==> config.mk <==
export PLATFORM = sky130hd
export DESIGN_NAME = mc_control_unit
export DESIGN_NICKNAME = d
export VERILOG_FILES = /design/src/rtl/mc_control_unit.sv
export SDC_FILE = /design/constraint.sdc
export NUM_CORES = 1
export LEC_CHECK = 0
export ABC_AREA = 1
export CAP_MARGIN = 15
export CORE_ASPECT_RATIO = 0.9
export CORE_MARGIN = 1.5
export CORE_UTILIZATION = 38
export CTS_CLUSTER_SIZE = 24
export DETAILED_ROUTE_END_ITERATION = 8
export GPL_TIMING_DRIVEN = 0
export PLACE_DENSITY = 0.74
export SLEW_MARGIN = 5
export SYNTH_ARGS = -nofsm -noshare
export SYNTH_HDL_FRONTEND = slang
export SYNTH_SLANG_ARGS = --single-unit
==> constraint.sdc <==
create_clock -name CLK -period 1.3 [get_ports CLK]
set_input_delay 0.13 -clock CLK [delete_from_list [all_inputs] [get_ports CLK]]
set_output_delay 0.13 -clock CLK [all_outputs]
set_load 0.02 [all_outputs]
==> src/rtl/mc_control_unit.sv <==
// mc_control_unit: Moore FSM sequencing fetch/decode/execute/memory/write-back for the multi-cycle CPU.
module mc_control_unit #(
   parameter int OP_W = 6
) (
   input  logic            CLK,
   input  logic            RST,
   input  logic [OP_W-1:0] opcode,
   input  logic            zero,
   output logic            PCWre,
   output logic            IRWre,
   output logic            RegWre,
   output logic            mRD,
   output logic            mWR,
   output logic            ALUSrcB,
   output logic            ExtSel,
   output logic            DBDataSrc,
   output logic            WrRegDSrc,
   output logic [1:0]      RegDst,
   output logic [1:0]      PCSrc,
   output logic [2:0]      ALUOp,
   output logic [2:0]      state
);
   typedef enum logic [2:0] {
      sIf     = 3'b000,
      sId     = 3'b001,
      sExeMem = 3'b010,
      sMem    = 3'b011,
      sWbLd   = 3'b100,
      sExeBr  = 3'b101,
      sExeAlu = 3'b110,
      sWbAlu  = 3'b111
   } state_t;

   localparam logic [OP_W-1:0] opAdd   = OP_W'(6'b000000);
   localparam logic [OP_W-1:0] opSub   = OP_W'(6'b000001);
   localparam logic [OP_W-1:0] opAddiu = OP_W'(6'b000010);
   localparam logic [OP_W-1:0] opOri   = OP_W'(6'b010010);
   localparam logic [OP_W-1:0] opSw    = OP_W'(6'b110000);
   localparam logic [OP_W-1:0] opLw    = OP_W'(6'b110001);
   localparam logic [OP_W-1:0] opBeq   = OP_W'(6'b110100);
   localparam logic [OP_W-1:0] opJ     = OP_W'(6'b111000);
   localparam logic [OP_W-1:0] opJr    = OP_W'(6'b111001);
   localparam logic [OP_W-1:0] opJal   = OP_W'(6'b111010);
   localparam logic [OP_W-1:0] opHalt  = OP_W'(6'b111111);

   state_t curState, nextState;
   logic   halted, nextHalted;

   logic isAdd, isSub, isAddiu, isOri, isSw, isLw, isBeq, isJ, isJr, isJal, isHalt;
   logic isAlu, isMem, inId;
   logic stIf, stId, stMem, stWbLd, stExeBr, stWbAlu;

   assign isAdd   = opcode == opAdd;
   assign isSub   = opcode == opSub;
   assign isAddiu = opcode == opAddiu;
   assign isOri   = opcode == opOri;
   assign isSw    = opcode == opSw;
   assign isLw    = opcode == opLw;
   assign isBeq   = opcode == opBeq;
   assign isJ     = opcode == opJ;
   assign isJr    = opcode == opJr;
   assign isJal   = opcode == opJal;
   assign isHalt  = opcode == opHalt;
   assign isAlu   = isAdd | isSub | isAddiu | isOri;
   assign isMem   = isLw | isSw;

   assign stIf    = curState == sIf;
   assign stId    = curState == sId;
   assign stMem   = curState == sMem;
   assign stWbLd  = curState == sWbLd;
   assign stExeBr = curState == sExeBr;
   assign stWbAlu = curState == sWbAlu;

   // Decode state that actually retires jumps/NOPs; a halted or halting ID does nothing.
   assign inId = stId & ~halted & ~isHalt;

   always_ff @(posedge CLK or negedge RST)
      if (!RST) begin
         curState <= sIf;
         halted   <= 1'b0;
      end else begin
         curState <= nextState;
         halted   <= nextHalted;
      end

   always_comb begin
      nextState  = sIf;
      nextHalted = halted;
      case (curState)
         sIf:     nextState = sId;
         sId:     if (halted || isHalt) begin
                     nextState  = sId;
                     nextHalted = 1'b1;
                  end else
                     nextState = isAlu ? sExeAlu : isBeq ? sExeBr : isMem ? sExeMem : sIf;
         sExeAlu: nextState = sWbAlu;
         sExeMem: nextState = sMem;
         sMem:    nextState = isLw ? sWbLd : sIf;
         default: nextState = sIf;
      endcase
   end

   // Every output is gated by RST so nothing can write while reset is held.
   always_comb begin
      PCWre     = RST & ((inId & ~isAlu & ~isBeq & ~isMem) | stExeBr | stWbAlu | (stMem & isSw) | stWbLd);
      IRWre     = RST & stIf;
      RegWre    = RST & ((inId & isJal) | stWbAlu | stWbLd);
      mRD       = RST & stMem & isLw;
      mWR       = RST & stMem & isSw;
      ALUSrcB   = RST & ~stIf & ~stId & (isAddiu | isOri | isLw | isSw);
      ExtSel    = RST & ~isOri;
      DBDataSrc = RST & stWbLd;
      WrRegDSrc = RST & (stWbAlu | stWbLd);
      RegDst    = !RST ? 2'b00 : stWbAlu ? ((isAdd | isSub) ? 2'b10 : 2'b01) : stWbLd ? 2'b01 : 2'b00;
      PCSrc     = !RST ? 2'b00 : (inId & (isJ | isJal)) ? 2'b11 : (inId & isJr) ? 2'b10 :
                  (stExeBr & zero) ? 2'b01 : 2'b00;
      ALUOp     = !RST ? 3'b000 : (isSub | isBeq) ? 3'b001 : isOri ? 3'b011 : 3'b000;
   end

   assign state = curState;
endmodule

==> impl_results.md <==
* Fraction of met1 tracks used by global routing at 29.36%
* Antenna diode instance count at 0
* WHS Endpoint: halted
* Max-cap violations at 0
* Area of placed instances at 893.4 um2
* CTS tree: built
* Via count of the first global-routing pass at 703
* Cell variety after synth at 22
* Total die area at 1693 um2
* Finished layout cell area at 1006 um2
* Worst Setup Slack, final at -0.3086 ns
* Power Total at 401.9 uW
* Net Count, Synth at 104
* Crit Path Category: flip-flop to output port
* Number of instances in the placed design at 135
* Mean post-synth cell area at 5.821 um2
* Area of the core at 1291 um2
* Setup repair after global routing missed its margin: true
* Ratio of final minimum period to clock period at 123.7%
* TritonCTS sink count at 4
* Hold violation total from the final report at 0
* Cell area after synthesis at 553.0 um2
* Highest clock rate at 621.7 MHz
* Most frequent cells in the layout: sky130_fd_sc_hd__buf_4 (20), sky130_fd_sc_hd__nor2_1 (12), sky130_fd_sc_hd__nand2_1 (10)
* Global-route wire length before repair at 3.063 mm
* Setup WS pre-CTS at -0.9240 ns
* Startpoint of the worst hold path: opcode[1]
* Routed len/inst at 13.45 um
* Number of nets with antenna violations after routing at 0
* Kind of start point of the critical path: flip-flop
* Remaining routing DRC violations at 0
* Sort of element at the end of the critical path: output port
* Final nets at 147
* Cell type of the slowest stage on the worst timing path: sky130_fd_sc_hd__dfrtp_2
* Vias after detailed routing at 849
* Critical path fanouts, max at 5
* Worst clock skew on the final layout at 0.009707 ns
* Setup-violating endpoint count in the final report at 12
* Die width at 43.21 um
* Clock tree root buffer cell: sky130_fd_sc_hd__clkbuf_4
* DR iter-0 viols at 33
* Row count at 12
* Clock transition at the registers of the reported paths at 0.05 ns
* Met3 capacity usage during global routing at 4.673%
* WP data arrival at 1.48 ns
* Global-route layer with the greatest usage: met2
* Minimum clock period at 1.609 ns
* Cells taking the most area after synthesis: sky130_fd_sc_hd__dfrtp_1 (18%), sky130_fd_sc_hd__nor2_1 (12%), sky130_fd_sc_hd__nand3_1 (9.0%)
* Number of antenna violations at the first check in global routing at 0
* Post-synthesis sequential area ratio at 18.10%
* Reg2Reg Setup Slack at 0.13 ns
* Global routing usage on met2 at 45.90%
* H-tree Lvls at 1
* Layout cell share with drive strength beyond 1 at 53.28%
* Leak Pwr at 0.0004867 uW
* Violated checks: setup timing
* Data required time of the critical path at 1.17 ns
* Critical R2R Launch: state[1]
* DR vias/cell at 5.623
* Number of input and output port buffers inserted at 26
* Overall routing resource usage at 23.90%
* Worst-path cell chain: inv_4 -> buf_4 -> nor2_1 -> inv_1 -> nand2_1 -> nand2_1 -> nor2_2 -> nor2_2 -> buf_6
* Cell count after synthesis at 95
* Number of max-slew violations in the final report at 0
* Most frequent standard cell in the layout excluding fill and tap cells: sky130_fd_sc_hd__buf_4
* Routability cong. at 0.8608
* Drt first pass iters at 4
* Count of placed standard cells in the final layout, fillers left out at 151
* Clock Latency Late Sink at 0.24 ns
* Final Routed Wirelength at 2.031 mm
* Total CTS buffers at 3
* Area growth from synthesis to final layout at 81.90%
* I/O pin cnt at 28
* Worst voltage drop across the vdd grid at 0.0005637 V
* Pwr dens at 399.5 nW/um2
* Worst min path class: input port to flip-flop
* Synth Register Bits at 4
* Largest incremental delay on the critical path at 0.43 ns
* R2R Path End: state[2]
* Yosys warning total at 0
* Maximum number of pins on one net before global-route repair at 11
* Sum of overflow across all layers after global routing at 0
* Cell count of the worst hold path at 5
* Post-synth top area cell: sky130_fd_sc_hd__dfrtp_1
* Number of buffers between clock root and the deepest sink at 2
* Number of cell instances on the worst register-to-register path at 7
* Die H at 39.19 um
* Starting Density at 42.83%
* Post-DP HPWL at 1.324 mm
* Outcome: finished, violations left
* Fraction of post-synthesis cell area in the top cell type by area at 18.10%
==> worst max-delay path: cells and delay by family, from the launching register on <==
kind,cells,cell delay (ns)
buf+inv,4,0.38
flops,1,0.43
simple gates,5,0.42
==> synthesized netlist by cell type <==
cell type and count:
sky130_fd_sc_hd__o2111ai_1 1, sky130_fd_sc_hd__nand4_1 4, sky130_fd_sc_hd__clkinv_2 1, sky130_fd_sc_hd__nand3_2 2, sky130_fd_sc_hd__nor2_2 5, sky130_fd_sc_hd__a21oi_4 1
sky130_fd_sc_hd__conb_1 1, sky130_fd_sc_hd__inv_2 2, sky130_fd_sc_hd__a21oi_1 6, sky130_fd_sc_hd__nand3_1 10, sky130_fd_sc_hd__nor3_1 2, sky130_fd_sc_hd__nand2_2 3
sky130_fd_sc_hd__nor2_4 1, sky130_fd_sc_hd__buf_4 2, sky130_fd_sc_hd__buf_2 1, sky130_fd_sc_hd__o21ai_0 3, sky130_fd_sc_hd__nor4_1 2, sky130_fd_sc_hd__dfrtp_1 4
sky130_fd_sc_hd__nand2_1 13, sky130_fd_sc_hd__a31oi_1 1, sky130_fd_sc_hd__inv_1 12, sky130_fd_sc_hd__nor2_1 18
==> sequential cells by signal (all words and copies together), names as in the netlist <==
register  flops
halted        1
state         3
==> stage by stage <==
step           util (%)  hold slack [ns]   TNS, ns
2_1_floorplan         -          -0.1656  -0.09251
3_3_place_gp      69.19           0.4202    -11.64
3_5_place_dp      69.19           0.4235    -11.97
4_1_cts           75.58           0.4290    -1.922
5_1_grt           77.91           0.4463    -2.585
6_report          77.91           0.4002    -1.713
==> area by class of cell <==
class	count	area, um2
buffer	2	15.01
clock buffer	4	26.28
fill	101	285.3
inverter	15	63.81
multi-input combinational	73	467.9
sequential	4	103.9
tap	14	17.52
timing repair buffer	39	311.5
==> logic make-up (layout without fill, tap and decap cells) <==
group / after synthesis / in the layout / synth area share, %
flops: 4 / 4 / 18.10
simple gates: 60 / 60 / 53.39
other cells: 1 / 1 / 0.6781
compound gates: 12 / 12 / 13.80
buf+inv: 18 / 60 / 14.02
==> how the worst max path moves through the flow <==
stage,startpoint,slack [ns],cells past startpoint,to
after floorplan,state[2],-0.07,8,PCWre
after global placement,RST,-0.91,5,IRWre
after detailed placement,RST,-0.92,5,IRWre
after CTS,state[2],-0.31,9,PCWre
after global routing,state[1],-0.42,9,PCWre
final,state[1],-0.31,9,PCWre
==> report_power, final <==
part | leakage (uW) | internal [uW] | switching [uW]
clock | 0.0000150 | 116 | 60.3
combinational | 0.000430 | 36.1 | 64.8
sequential | 0.0000418 | 125 | 0
==> metal layers <==
metal | up-vias | wire, um
li1 | 398 | -
met1 | 397 | 771
met2 | 52 | 1070
met3 | 2 | 180
met4 | 0 | 8
met5 | - | 0
==> what timing repair did <==
item / in CTS / in global routing
hold endpoints to repair: 4 / 0
setup buffers: 6 / 6
hold buffers: 1 / 0
resized for setup: 96 / 18
setup endpoints to repair: 18 / 15
pin swaps: 12 / 11
No activity file was read; power rests on OpenSTA's default activity.
